==> src/rtl/alu_types_pkg.sv <==
// Shared opcode encoding for the pipelined ALU and its interface.
package alu_types_pkg;

  typedef enum logic [2:0] {
    ADD = 3'd0,
    SUB = 3'd1,
    AND = 3'd2,
    XOR = 3'd3,
    ACC = 3'd4,
    CLR = 3'd5
  } operation_t;

  // Any encoding above this is an illegal opcode.
  localparam operation_t OP_LAST = CLR;

endpackage

==> src/rtl/alu_pipe_stage.sv <==
// One enable-gated pipeline slot carrying {valid, result, err}.
module alu_pipe_stage #(
  parameter int unsigned W = 7
) (
  input  logic         clk,
  input  logic         rst,
  input  logic         en_i,
  input  logic         valid_i,
  input  logic [W-1:0] result_i,
  input  logic         err_i,
  output logic         valid_o,
  output logic [W-1:0] result_o,
  output logic         err_o
);

  logic         valid_q;
  logic [W-1:0] result_q;
  logic         err_q;

  always_ff @(posedge clk) begin
    if (rst) begin
      valid_q  <= 1'b0;
      result_q <= '0;
      err_q    <= 1'b0;
    end else if (en_i) begin
      valid_q  <= valid_i;
      result_q <= result_i;
      err_q    <= err_i;
    end
  end

  assign valid_o  = valid_q;
  assign result_o = result_q;
  assign err_o    = err_q;

endmodule

==> src/rtl/alu_pipe.sv <==
// Pipelined ALU: decode and accumulator feed a LATENCY-deep shift pipe that stalls as a whole.
module alu_pipe
  import alu_types_pkg::*;
#(
  parameter int unsigned WIDTH   = 6,
  parameter int unsigned LATENCY = 2
) (
  input  logic             clk,
  input  logic             rst,
  input  operation_t       op_in,
  input  logic [WIDTH-1:0] a_in,
  input  logic [WIDTH-1:0] b_in,
  input  logic             in_valid,
  output logic             in_ready,
  output logic [WIDTH:0]   out,
  output logic             out_err,
  output logic             out_valid,
  input  logic             out_ready
);

  localparam int unsigned RW = WIDTH + 1;

  logic          en_c;
  logic          accept_c;
  logic [RW-1:0] a_ext_c;
  logic [RW-1:0] b_ext_c;
  logic [RW-1:0] result_c;
  logic          err_c;
  logic [RW-1:0] acc_d;
  logic [RW-1:0] acc_q;

  logic          stage_valid  [LATENCY+1];
  logic [RW-1:0] stage_result [LATENCY+1];
  logic          stage_err    [LATENCY+1];

  // The whole pipe advances unless the last slot holds an untaken result.
  assign en_c     = !out_valid || out_ready;
  assign in_ready = en_c && !rst;
  assign accept_c = in_valid && in_ready;

  assign a_ext_c = RW'(a_in);
  assign b_ext_c = RW'(b_in);

  always_comb begin
    result_c = '0;
    err_c    = (op_in > OP_LAST);
    acc_d    = acc_q;
    case (op_in)
      ADD: result_c = a_ext_c + b_ext_c;
      SUB: result_c = a_ext_c - b_ext_c;
      AND: result_c = a_ext_c & b_ext_c;
      XOR: result_c = a_ext_c ^ b_ext_c;
      ACC: begin
        result_c = acc_q + a_ext_c;
        acc_d    = acc_q + a_ext_c;
      end
      CLR: begin
        result_c = acc_q;
        acc_d    = '0;
      end
      default: result_c = '0;
    endcase
  end

  // Accumulator commits only on acceptance, so back-to-back ACC/CLR chain naturally.
  always_ff @(posedge clk) begin
    if (rst) begin
      acc_q <= '0;
    end else if (accept_c) begin
      acc_q <= acc_d;
    end
  end

  assign stage_valid[0]  = accept_c;
  assign stage_result[0] = result_c;
  assign stage_err[0]    = err_c;

  for (genvar s = 0; s < LATENCY; s++) begin : g_stage
    alu_pipe_stage #(
      .W (RW)
    ) u_stage (
      .clk      (clk),
      .rst      (rst),
      .en_i     (en_c),
      .valid_i  (stage_valid[s]),
      .result_i (stage_result[s]),
      .err_i    (stage_err[s]),
      .valid_o  (stage_valid[s+1]),
      .result_o (stage_result[s+1]),
      .err_o    (stage_err[s+1])
    );
  end

  assign out_valid = stage_valid[LATENCY];
  assign out       = stage_result[LATENCY];
  assign out_err   = stage_err[LATENCY];

endmodule

==> config.mk <==
export PLATFORM = sky130hd
export DESIGN_NAME = alu_pipe
export DESIGN_NICKNAME = d
export VERILOG_FILES = /design/src/rtl/alu_types_pkg.sv /design/src/rtl/alu_pipe_stage.sv /design/src/rtl/alu_pipe.sv
export SDC_FILE = /design/constraint.sdc
export NUM_CORES = 1
export LEC_CHECK = 0
export BUFFER_PORTS_ARGS = -buffer_cell sky130_fd_sc_hd__buf_2
export CORE_ASPECT_RATIO = 1.75
export CORE_MARGIN = 2
export CORE_UTILIZATION = 47
export DETAILED_ROUTE_END_ITERATION = 8
export GPL_TIMING_DRIVEN = 0
export HOLD_SLACK_MARGIN = 0.12
export PLACE_DENSITY = 0.68
export SETUP_SLACK_MARGIN = 0.02
export SYNTH_ARGS = -nofsm -noshare
export SYNTH_HDL_FRONTEND = slang
export SYNTH_SLANG_ARGS = --single-unit
==> constraint.sdc <==
create_clock -name clk -period 5.36 [get_ports clk]
set_clock_uncertainty 0.2 [all_clocks]
set_input_delay 0.536 -clock clk [delete_from_list [all_inputs] [get_ports clk]]
set_output_delay 0.536 -clock clk [all_outputs]
set_load 0.05 [all_outputs]
==> results.py, run 1 <==
metrics = {
    "outcome": {
        "status": "finished clean",
    },
    "floorplan": {
        "ios": 29,
        "die_x_um": 51.6,
        "initial_utilization": 0.487,
        "std_cell_rows": 30,
        "dieArea_mm2": 0.00451,
        "core_mm2": 0.00383,
        "die_y_um": 87.3,
    },
    "cells_and_area": {
        "final_area_mm2": 0.00210,
        "final_util": 0.550,
        "stdcell_count": 312,
        "final_common_cell": "nand2_1",
        "drive_gt1_frac": 0.163,
        "layout_common_cells": "nand2_1 (31), buf_2 (28), nor2_1 (27)",
        "fillCellCount": 413,
        "syn_to_final_growth_pct": 12.9,
        "nNetsFinal": 305,
        "diodes": 0,
    },
    "sta": {
        "relSlewSlack": 0.664,
        "setup_violations": 0,
        "rsz0062_at_grt": "no",
        "worstMarginPinSlew_ns": 0.505,
        "slew_viol_final": 0,
        "timing.fmax_mhz": 323,
        "tns_ns": 0,
        "layout_min_cycle_time_ns": 3.10,
        "hold_viol": 0,
        "period_share": 0.578,
    },
    "place": {
        "numPortBuffers": 27,
        "dpl-instance-area_mm2": 0.00206,
        "place_inst": 308,
        "place.gp.congestion": 0.826,
        "dp_hpwl_um": 3480,
    },
    "global_route": {
        "overflow": 0,
        "grt_pass1_vias": 1666,
        "grt_pass1_wl_um": 7350,
        "antenna_found_initial": 0,
        "grt_max_degree": 14,
        "grt.total_usage": 0.213,
    },
    "drt": {
        "ant_nets": 0,
        "dr.first_iter.drc_count": 27,
        "wirelength_um": 4280,
        "wl_per_cell_um": 13.7,
        "vias": 1704,
        "first_pass_iters": 4,
        "via_per_inst": 5.46,
        "route.detailed.drc": 0,
    },
    "clocking": {
        "path_clk_slew_ns": 0.08,
        "cts_resized": 0,
        "insertion_delay_ns": 0.26,
        "cts.sinks": 25,
        "hold_buffers": 0,
        "cts_tree": "built",
        "cts_buffer_depth": 2,
        "root_buffer": "clkbuf_8",
        "cts.htree.levels": 1,
        "postCtsSetupBuffers": 0,
        "cts_inserted_buffers": 3,
    },
    "power_and_ir_drop": {
        "ir_drop_uv": 111,
        "p_per_area_mw_per_mm2": 211,
        "p_leak_uw": 0.000918,
    },
    "setup_path": {
        "critPathRequiredTime_ns": 5.31,
        "cp_slowest_cell": "fa_1",
        "cp_max_fo": 10,
        "end_kind": "flop",
        "start_kind": "primary input",
        "slowest_delay_ns": 0.45,
        "path_delay_family": "simple AND/OR/NAND/NOR gates",
        "path_cells": "buf_2 > buf_4 > nor2_4 > and2_1 > mux2_1 > fa_1 > nor2b_1 > o31a_1 > o22ai_1 > xor2_1 > a32oi_1 > o31ai_1",
        "arrival_ns": 3.05,
        "path_class": "primary input to flop",
        "path_buf_inv": 2,
    },
    "synthesis": {
        "syn_area_mm2": 0.00186,
        "syn-instance-count": 233,
        "ys_warn_count": 0,
        "post_synth.cell_area_avg_um2": 8.00,
        "ys_seq_area_frac": 0.268,
        "syn_nets": 273,
        "synth.distinct_cells": 45,
        "synth_seq_cells": 25,
    },
    "worst_hold_path": {
        "hold_class": "flop to flop",
    },
    "flow_run": {
        "cap_violations": 0,
    },
}
[power by group]
group	internal (uW)	switching (uW)	total, uW
clock	53.0	54.6	108
sequential	194	4.40	199
combinational	55.5	81.3	137
total	303	140	443
[layout make-up]
class	count	area (um^2)	share of cell area
Sequential cell	25	500	0.238
Clock buffer	4	45.0	0.0214
Inverter	5	18.8	0.00892
Buffer	9	50.0	0.0238
Tap cell	48	60.1	0.0285
Timing Repair Buffer	27	135	0.0642
Multi-Input combinational cell	194	1290	0.615
[worst paths after layout]
path                                                     from                                          end  slack (ns)  cells past startpoint
setup reg to reg                        acc_q[0]$_SDFFE_PP0P_  g_stage[0].u_stage.result_o[6]$_SDFFE_PP0N_        2.97                      8
hold / removal    g_stage[1].u_stage.result_o[1]$_SDFFE_PP0N_  g_stage[1].u_stage.result_o[1]$_SDFFE_PP0N_        0.25                      2
hold reg to reg   g_stage[1].u_stage.result_o[1]$_SDFFE_PP0N_  g_stage[1].u_stage.result_o[1]$_SDFFE_PP0N_        0.25                      2
setup / recovery                                     op_in[1]  g_stage[0].u_stage.result_o[6]$_SDFFE_PP0N_        2.26                     12
[kinds of logic (layout without fill, tap and decap cells)]
kind of cell               Yosys count  after routing  synth area share
AOI/OAI and AO/OA                   63             63             0.205
DFF                                 25             25             0.268
xor gates and xnor gates            11             11            0.0517
and+or+nand+nor                     91             91             0.244
muxes                                8              8            0.0443
buffers and inverters               14             45            0.0369
adders and majority gates           21             21             0.149
[Yosys cell counts, drive strengths merged]
cell    instances  area share
a211oi          6       0.027
a21o            3       0.012
a21oi          24       0.064
a221oi          1      0.0047
a32oi           3       0.014
and2            1      0.0034
and2b           1      0.0040
buf             4       0.017
clkbuf          5       0.010
dfxtp          25        0.27
fa              2       0.021
ha             19        0.13
inv             5       0.010
mux2            2       0.012
mux2i           6       0.032
nand2          31       0.062
nand2b          6       0.028
nand3           5       0.013
nand3b          1      0.0040
nand4b          1      0.0047
nor2           30       0.070
nor2b           7       0.028
nor3            3      0.0081
nor3b           2      0.0081
o21a            2      0.0081
o21ai          16       0.043
o21bai          1      0.0040
o221ai          2      0.0094
o22ai           3       0.010
o31a            1      0.0047
o31ai           1      0.0040
or2             1      0.0034
or3             1      0.0034
or4             1      0.0040
xnor2           7       0.033
xor2            4       0.019
[worst reg2reg max path, cell delays in order (launching register included)]
cell and delay [ns]:
dfxtp_1 0.33, ha_1 0.24, fa_1 0.44, a211oi_1 0.35
o21bai_1 0.15, a21oi_1 0.23, nor2_1 0.08, xnor2_1 0.13
o31ai_1 0.17
[through the flow]
stage / setup WS [ns] / hold slack (ns) / power, uW
final: 2.26 / 0.250 / 443
after global routing: 2.16 / 0.274 / 471
after CTS: 2.27 / 0.252 / 448
after detailed placement: 1.99 / 0.240 / 340
after global placement: 2.00 / 0.235 / 338
after floorplan: 2.45 / 0.225 / 304
[flip-flops by register name (all words and copies together) (netlist names)]
register                  flops
acc_q                         7
g_stage.u_stage.err_o         2
g_stage.u_stage.result_o     14
g_stage.u_stage.valid_o       2
[metal layers]
layer  wire [um]  vias up  GRT usage
met4          40        0     0.0766
met5           0        -          0
met1        1740      788      0.225
li1            -      885          -
met3         126        2     0.0189
met2        2370       29      0.416
(Power assumes the default switching activity.)
==> run 2: changes to the inputs <==
==> constraint.sdc (replaced) <==
create_clock -name clk -period 2.9 [get_ports clk]
set_clock_uncertainty 0.2 [all_clocks]
set_input_delay 0.29 -clock clk [delete_from_list [all_inputs] [get_ports clk]]
set_output_delay 0.29 -clock clk [all_outputs]
set_load 0.05 [all_outputs]
==> run 2 against run 1 <==
Against the previous run: utilization is 0.33 points higher; critical path depth stayed put; clock-buffer cell count stayed put; via count is 0.76% lower; routed wire length is 0.21% higher; sequential power is 85% higher; cell count is 0.32% higher; die area stayed put; register-to-register slack worse by 2.5 ns.
==> results.py, run 2 (synthesis results as in run 1) <==
metrics = {
    "setup_path": {
        "path_cells": "buf_2 > buf_4 > nor2_4 > and2_4 > mux2_1 > fa_1 > nor2b_1 > o31a_1 > o22ai_1 > xor2_1 > a32oi_1 > o31ai_1",
        "r2r-start": "acc_q[0]$_SDFFE_PP0P_",
        "rrSetupSlack_ns": 0.51,
        "critPathRequiredTime_ns": 2.85,
        "slowest_delay_ns": 0.45,
        "cp_slowest_cell": "fa_1",
        "r2r-end": "g_stage[0].u_stage.result_o[6]$_SDFFE_PP0N_",
        "start_kind": "primary input",
        "cp_max_fo": 10,
        "end_kind": "flop",
        "arrival_ns": 2.71,
        "crit_start": "op_in[1]",
        "rr_worst_depth": 8,
        "path_class": "primary input to flop",
    },
    "sta": {
        "setup_violations": 0,
        "relSlewSlack": 0.660,
        "rsz0062_at_grt": "no",
        "layout_min_cycle_time_ns": 2.75,
        "period_share": 0.949,
        "worstMarginPinSlew_ns": 0.510,
        "timing.fmax_mhz": 363,
        "hold_viol": 0,
        "slew_viol_final": 0,
    },
    "global_route": {
        "grt_max_degree": 14,
        "grt_pass1_wl_um": 7380,
        "grt_pass1_vias": 1673,
        "grt.total_usage": 0.214,
        "overflow": 0,
        "antenna_found_initial": 0,
    },
    "clocking": {
        "cts.sinks": 25,
        "cts_inserted_buffers": 3,
        "cts.htree.levels": 1,
        "cts_buffer_depth": 2,
        "path_clk_slew_ns": 0.08,
        "root_buffer": "clkbuf_8",
        "insertion_delay_ns": 0.26,
        "cts_tree": "built",
        "postCtsSetupBuffers": 0,
    },
    "worst_hold_path": {
        "hold_depth": 4,
        "whs_endpoint": "g_stage[0].u_stage.valid_o$_SDFFE_PP0N_",
        "hold_path_startpoint": "out_ready",
        "hold_class": "primary input to flop",
    },
    "floorplan": {
        "die_x_um": 51.6,
        "core_mm2": 0.00383,
        "initial_utilization": 0.487,
        "die_y_um": 87.3,
        "dieArea_mm2": 0.00451,
        "std_cell_rows": 30,
        "ios": 29,
    },
    "drt": {
        "wirelength_um": 4280,
        "ant_nets": 0,
        "dr.first_iter.drc_count": 34,
        "vias": 1691,
        "first_pass_iters": 4,
        "wl_per_cell_um": 13.7,
        "via_per_inst": 5.40,
        "route.detailed.drc": 0,
    },
    "place": {
        "place.gp.congestion": 0.826,
        "place_inst": 308,
        "dpl-instance-area_mm2": 0.00206,
        "dp_hpwl_um": 3480,
        "numPortBuffers": 27,
    },
    "cells_and_area": {
        "diodes": 0,
        "final_common_cell": "nand2_1",
        "syn_to_final_growth_pct": 13.6,
        "stdcell_count": 313,
        "fillCellCount": 411,
        "layout_common_cells": "nand2_1 (31), buf_2 (28), nor2_1 (27)",
        "largest_reg_flops": 14,
        "drive_gt1_frac": 0.166,
        "final_area_mm2": 0.00212,
        "nNetsFinal": 306,
        "final_util": 0.553,
    },
    "power_and_ir_drop": {
        "p_comb_frac": 0.309,
        "pwr-share-seq": 0.447,
        "power.share.clock": 0.243,
        "p_per_area_mw_per_mm2": 388,
        "p_sw_frac": 0.317,
        "total_power_uw": 822,
        "p_int_uw": 561,
        "ir_drop_uv": 212,
        "p_leak_uw": 0.000924,
        "p_sw_uw": 260,
    },
    "outcome": {
        "status": "finished clean",
    },
    "flow_run": {
        "cap_violations": 0,
    },
}
[run 2: cell types whose count changed in the layout (fill, tap and decap cells not counted)]
cell           delta
and2_1            -1
and2_4            +1
dlygate4sd3_1     +1
[run 2: through the flow]
stage,hold WS (ns),setup TNS [ns],setup slack (ns)
6_report,0.146,0,0.147
5_1_grt,0.154,0,0.0443
4_1_cts,0.141,0,0.0525
3_5_place_dp,0.240,-0.447,-0.220
3_3_place_gp,0.235,-0.433,-0.211
2_1_floorplan,0.225,0,0.235
[run 2: critical path, delay by kind of cell]
| kind | cells | cell delay (ns) |
|---|---|---|
| adder cells (fa/ha/maj) | 1 | 0.45 |
| AO/OA/AOI/OAI | 4 | 0.57 |
| buffers and inverters | 2 | 0.31 |
| XOR/XNOR | 1 | 0.18 |
| multiplexers | 1 | 0.37 |
| AND/OR/NAND/NOR | 3 | 0.55 |
[run 2: area by class of cell]
| type | count | area (um^2) | share of cell area |
|---|---|---|---|
| buffer | 9 | 50.0 | 0.0236 |
| multi-input combinational | 194 | 1300 | 0.613 |
| inverter | 5 | 18.8 | 0.00887 |
| clock buffer | 4 | 45.0 | 0.0213 |
| tap | 48 | 60.1 | 0.0284 |
| timing repair buffer | 28 | 145 | 0.0686 |
| sequential | 25 | 500 | 0.236 |
[run 2: worst max path at each step]
stage | slack [ns] | endpoint | depth (start not counted)
final | 0.15 | g_stage[0].u_stage.result_o[6]$_SDFFE_PP0N_ | 12
after global routing | 0.04 | g_stage[0].u_stage.result_o[6]$_SDFFE_PP0N_ | 12
after CTS | 0.05 | g_stage[0].u_stage.result_o[6]$_SDFFE_PP0N_ | 12
after detailed placement | -0.22 | g_stage[0].u_stage.result_o[6]$_SDFFE_PP0N_ | 12
after global placement | -0.21 | g_stage[0].u_stage.result_o[6]$_SDFFE_PP0N_ | 12
after floorplan | 0.24 | g_stage[0].u_stage.result_o[6]$_SDFFE_PP0N_ | 11
[run 2: what timing repair did]
action,CTS,global route
endpoints found under the hold margin,1,0
endpoints found under the setup margin,0,2
hold buffers,1,0
resized for setup,0,2
[run 2: power groups by stage]
stage / clock network [uW] / registers [uW] / logic [uW]
2_1_floorplan: 0 / 394 / 167
3_3_place_gp: 0 / 375 / 250
4_1_cts: 206 / 368 / 256
6_report: 200 / 368 / 254
5_1_grt: 218 / 369 / 285
3_5_place_dp: 0 / 375 / 253
[run 2: routing by layer]
layer / share of wire / track usage / vias to the layer above
met3: 0.032 / 0.0189 / 4
li1: - / - / 886
met1: 0.40 / 0.226 / 774
met4: 0.011 / 0.0766 / 0
met5: 0 / 0 / -
met2: 0.55 / 0.418 / 27
==> run 3: changes to the inputs <==
--- a/config.mk
+++ b/config.mk
@@ -7,7 +7,6 @@
 export LEC_CHECK = 0
 export BUFFER_PORTS_ARGS = -buffer_cell sky130_fd_sc_hd__buf_2
 export CORE_ASPECT_RATIO = 1.75
-export CORE_MARGIN = 2
 export CORE_UTILIZATION = 47
 export DETAILED_ROUTE_END_ITERATION = 8
 export GPL_TIMING_DRIVEN = 0
==> run 3 against run 2 <==
Against the previous run: critical path depth did not move; register-to-register slack is essentially flat; worst hold slack about the same.
==> results.py, run 3 (synthesis results as in run 1) <==
metrics = {
    "global_route": {
        "grt_max_degree": 14,
        "overflow": 0,
        "grt.total_usage": 0.216,
        "grt_pass1_vias": 1644,
        "grt_pass1_wl_um": 7180,
        "antenna_found_initial": 0,
    },
    "setup_path": {
        "start_kind": "primary input",
        "r2r-end": "g_stage[0].u_stage.result_o[6]$_SDFFE_PP0N_",
        "slowest_delay_ns": 0.45,
        "path_buf_inv": 2,
        "rr_worst_depth": 8,
        "crit_cells": 12,
        "cp_max_fo": 10,
        "r2r-start": "acc_q[0]$_SDFFE_PP0P_",
        "path_cells": "buf_2 > buf_4 > nor2_4 > and2_4 > mux2_1 > fa_1 > nor2b_1 > o31a_1 > o22ai_1 > xor2_1 > a32oi_1 > o31ai_1",
        "critPathRequiredTime_ns": 2.85,
        "cp_slowest_cell": "fa_1",
        "rrSetupSlack_ns": 0.52,
        "crit_start": "op_in[1]",
        "crit_path_end": "g_stage[0].u_stage.result_o[6]$_SDFFE_PP0N_",
        "end_kind": "flop",
        "arrival_ns": 2.68,
        "path_delay_family": "simple AND/OR/NAND/NOR gates",
        "path_class": "primary input to flop",
    },
    "cells_and_area": {
        "syn_to_final_growth_pct": 13.4,
        "nNetsFinal": 306,
        "diodes": 0,
        "layout_common_cells": "nand2_1 (31), buf_2 (28), nor2_1 (27)",
        "largest_reg_flops": 14,
        "drive_gt1_frac": 0.166,
        "fillCellCount": 399,
        "final_common_cell": "nand2_1",
    },
    "sta": {
        "timing.fmax_mhz": 366,
        "holdWs_ns": 0.146,
        "period_share": 0.941,
        "rsz0062_at_grt": "no",
        "slew_viol_final": 0,
        "setup_violations": 0,
        "hold_viol": 0,
        "worstMarginPinSlew_ns": 0.499,
        "relSlewSlack": 0.667,
        "layout_min_cycle_time_ns": 2.73,
    },
    "outcome": {
        "status": "finished clean",
    },
    "clocking": {
        "cts.sinks": 25,
        "cts_tree": "built",
        "path_clk_slew_ns": 0.08,
        "root_buffer": "clkbuf_8",
        "cts.htree.levels": 1,
        "postCtsSetupBuffers": 0,
        "cts_inserted_buffers": 3,
        "insertion_delay_ns": 0.26,
        "cts_buffer_depth": 2,
    },
    "drt": {
        "route.detailed.drc": 0,
        "wl_per_cell_um": 13.6,
        "first_pass_iters": 4,
        "dr.first_iter.drc_count": 36,
        "ant_nets": 0,
        "wirelength_um": 4230,
        "via_per_inst": 5.41,
        "vias": 1684,
    },
    "floorplan": {
        "die_y_um": 85.3,
        "die_x_um": 49.6,
        "initial_utilization": 0.504,
        "core_mm2": 0.00370,
        "std_cell_rows": 29,
        "dieArea_mm2": 0.00423,
        "ios": 29,
    },
    "place": {
        "place.gp.congestion": 0.847,
        "numPortBuffers": 27,
        "dp_hpwl_um": 3480,
    },
    "power_and_ir_drop": {
        "total_power_uw": 820,
        "p_per_area_mw_per_mm2": 388,
        "p_leak_uw": 0.000924,
        "ir_drop_uv": 285,
    },
    "worst_hold_path": {
        "hold_path_startpoint": "out_ready",
        "hold_class": "primary input to flop",
    },
    "flow_run": {
        "cap_violations": 0,
    },
}
[run 3: cell counts in the layout (fill, tap and decap cells not counted)]
No cell type changed its count.
[run 3: cell type report]
type	instances	area [um^2]	area share
sequential	25	500	0.237
inverter	5	18.8	0.00888
tap	46	57.6	0.0272
clock buffer	4	45.0	0.0213
multi-input combinational	194	1300	0.614
buffer	9	50.0	0.0237
timing repair buffer	28	145	0.0686
[run 3: worst register-to-register path, stage by stage, from the launching register on]
cell and delay (ns):
dfxtp_1 0.33, ha_1 0.23, fa_1 0.44, a211oi_1 0.36, o21bai_1 0.14, a21oi_1 0.23
nor2_1 0.08, xnor2_1 0.13, o31ai_1 0.17
[run 3: power by group]
| group | leakage, uW | total (uW) | internal [uW] | switching (uW) |
|---|---|---|---|---|
| clock network | 0.0000228 | 198 | 97.9 | 100 |
| logic | 0.000697 | 254 | 104 | 150 |
| registers | 0.000204 | 367 | 359 | 8.18 |
[run 3: stage by stage]
stage                     area [um^2]  utilization  std cells  setup TNS (ns)  worst slack, ns
after floorplan                  1860            -        233               0            0.235
after global placement           2060        0.556        306          -0.436           -0.214
after detailed placement         2060        0.556        306          -0.386           -0.203
after CTS                        2110        0.571        311               0           0.0702
after global routing             2110        0.571        311               0           0.0302
final                            2110        0.571        311               0            0.171
[run 3: layer usage]
layer | track usage | vias to the layer above | share of wire
met1 | 0.229 | 768 | 0.41
met4 | 0.0701 | 0 | 0.013
li1 | - | 884 | -
met3 | 0.0108 | 4 | 0.017
met2 | 0.434 | 28 | 0.56
met5 | 0 | - | 0
[run 3: worst min path at each step]
stage / end / slack (ns) / cells past startpoint
after floorplan: g_stage[0].u_stage.result_o[1]$_SDFFE_PP0N_ / 0.22 / 2
after global placement: g_stage[1].u_stage.result_o[3]$_SDFFE_PP0N_ / 0.24 / 2
after detailed placement: g_stage[1].u_stage.result_o[0]$_SDFFE_PP0N_ / 0.24 / 2
after CTS: g_stage[0].u_stage.valid_o$_SDFFE_PP0N_ / 0.15 / 4
after global routing: g_stage[0].u_stage.valid_o$_SDFFE_PP0N_ / 0.17 / 4
final: g_stage[0].u_stage.valid_o$_SDFFE_PP0N_ / 0.15 / 4
[run 3: what timing repair did]
action | in CTS | in global routing
resized for setup | 0 | 2
hold endpoints to repair | 1 | 0
hold buffers | 1 | 0
endpoints found under the setup margin | 0 | 1
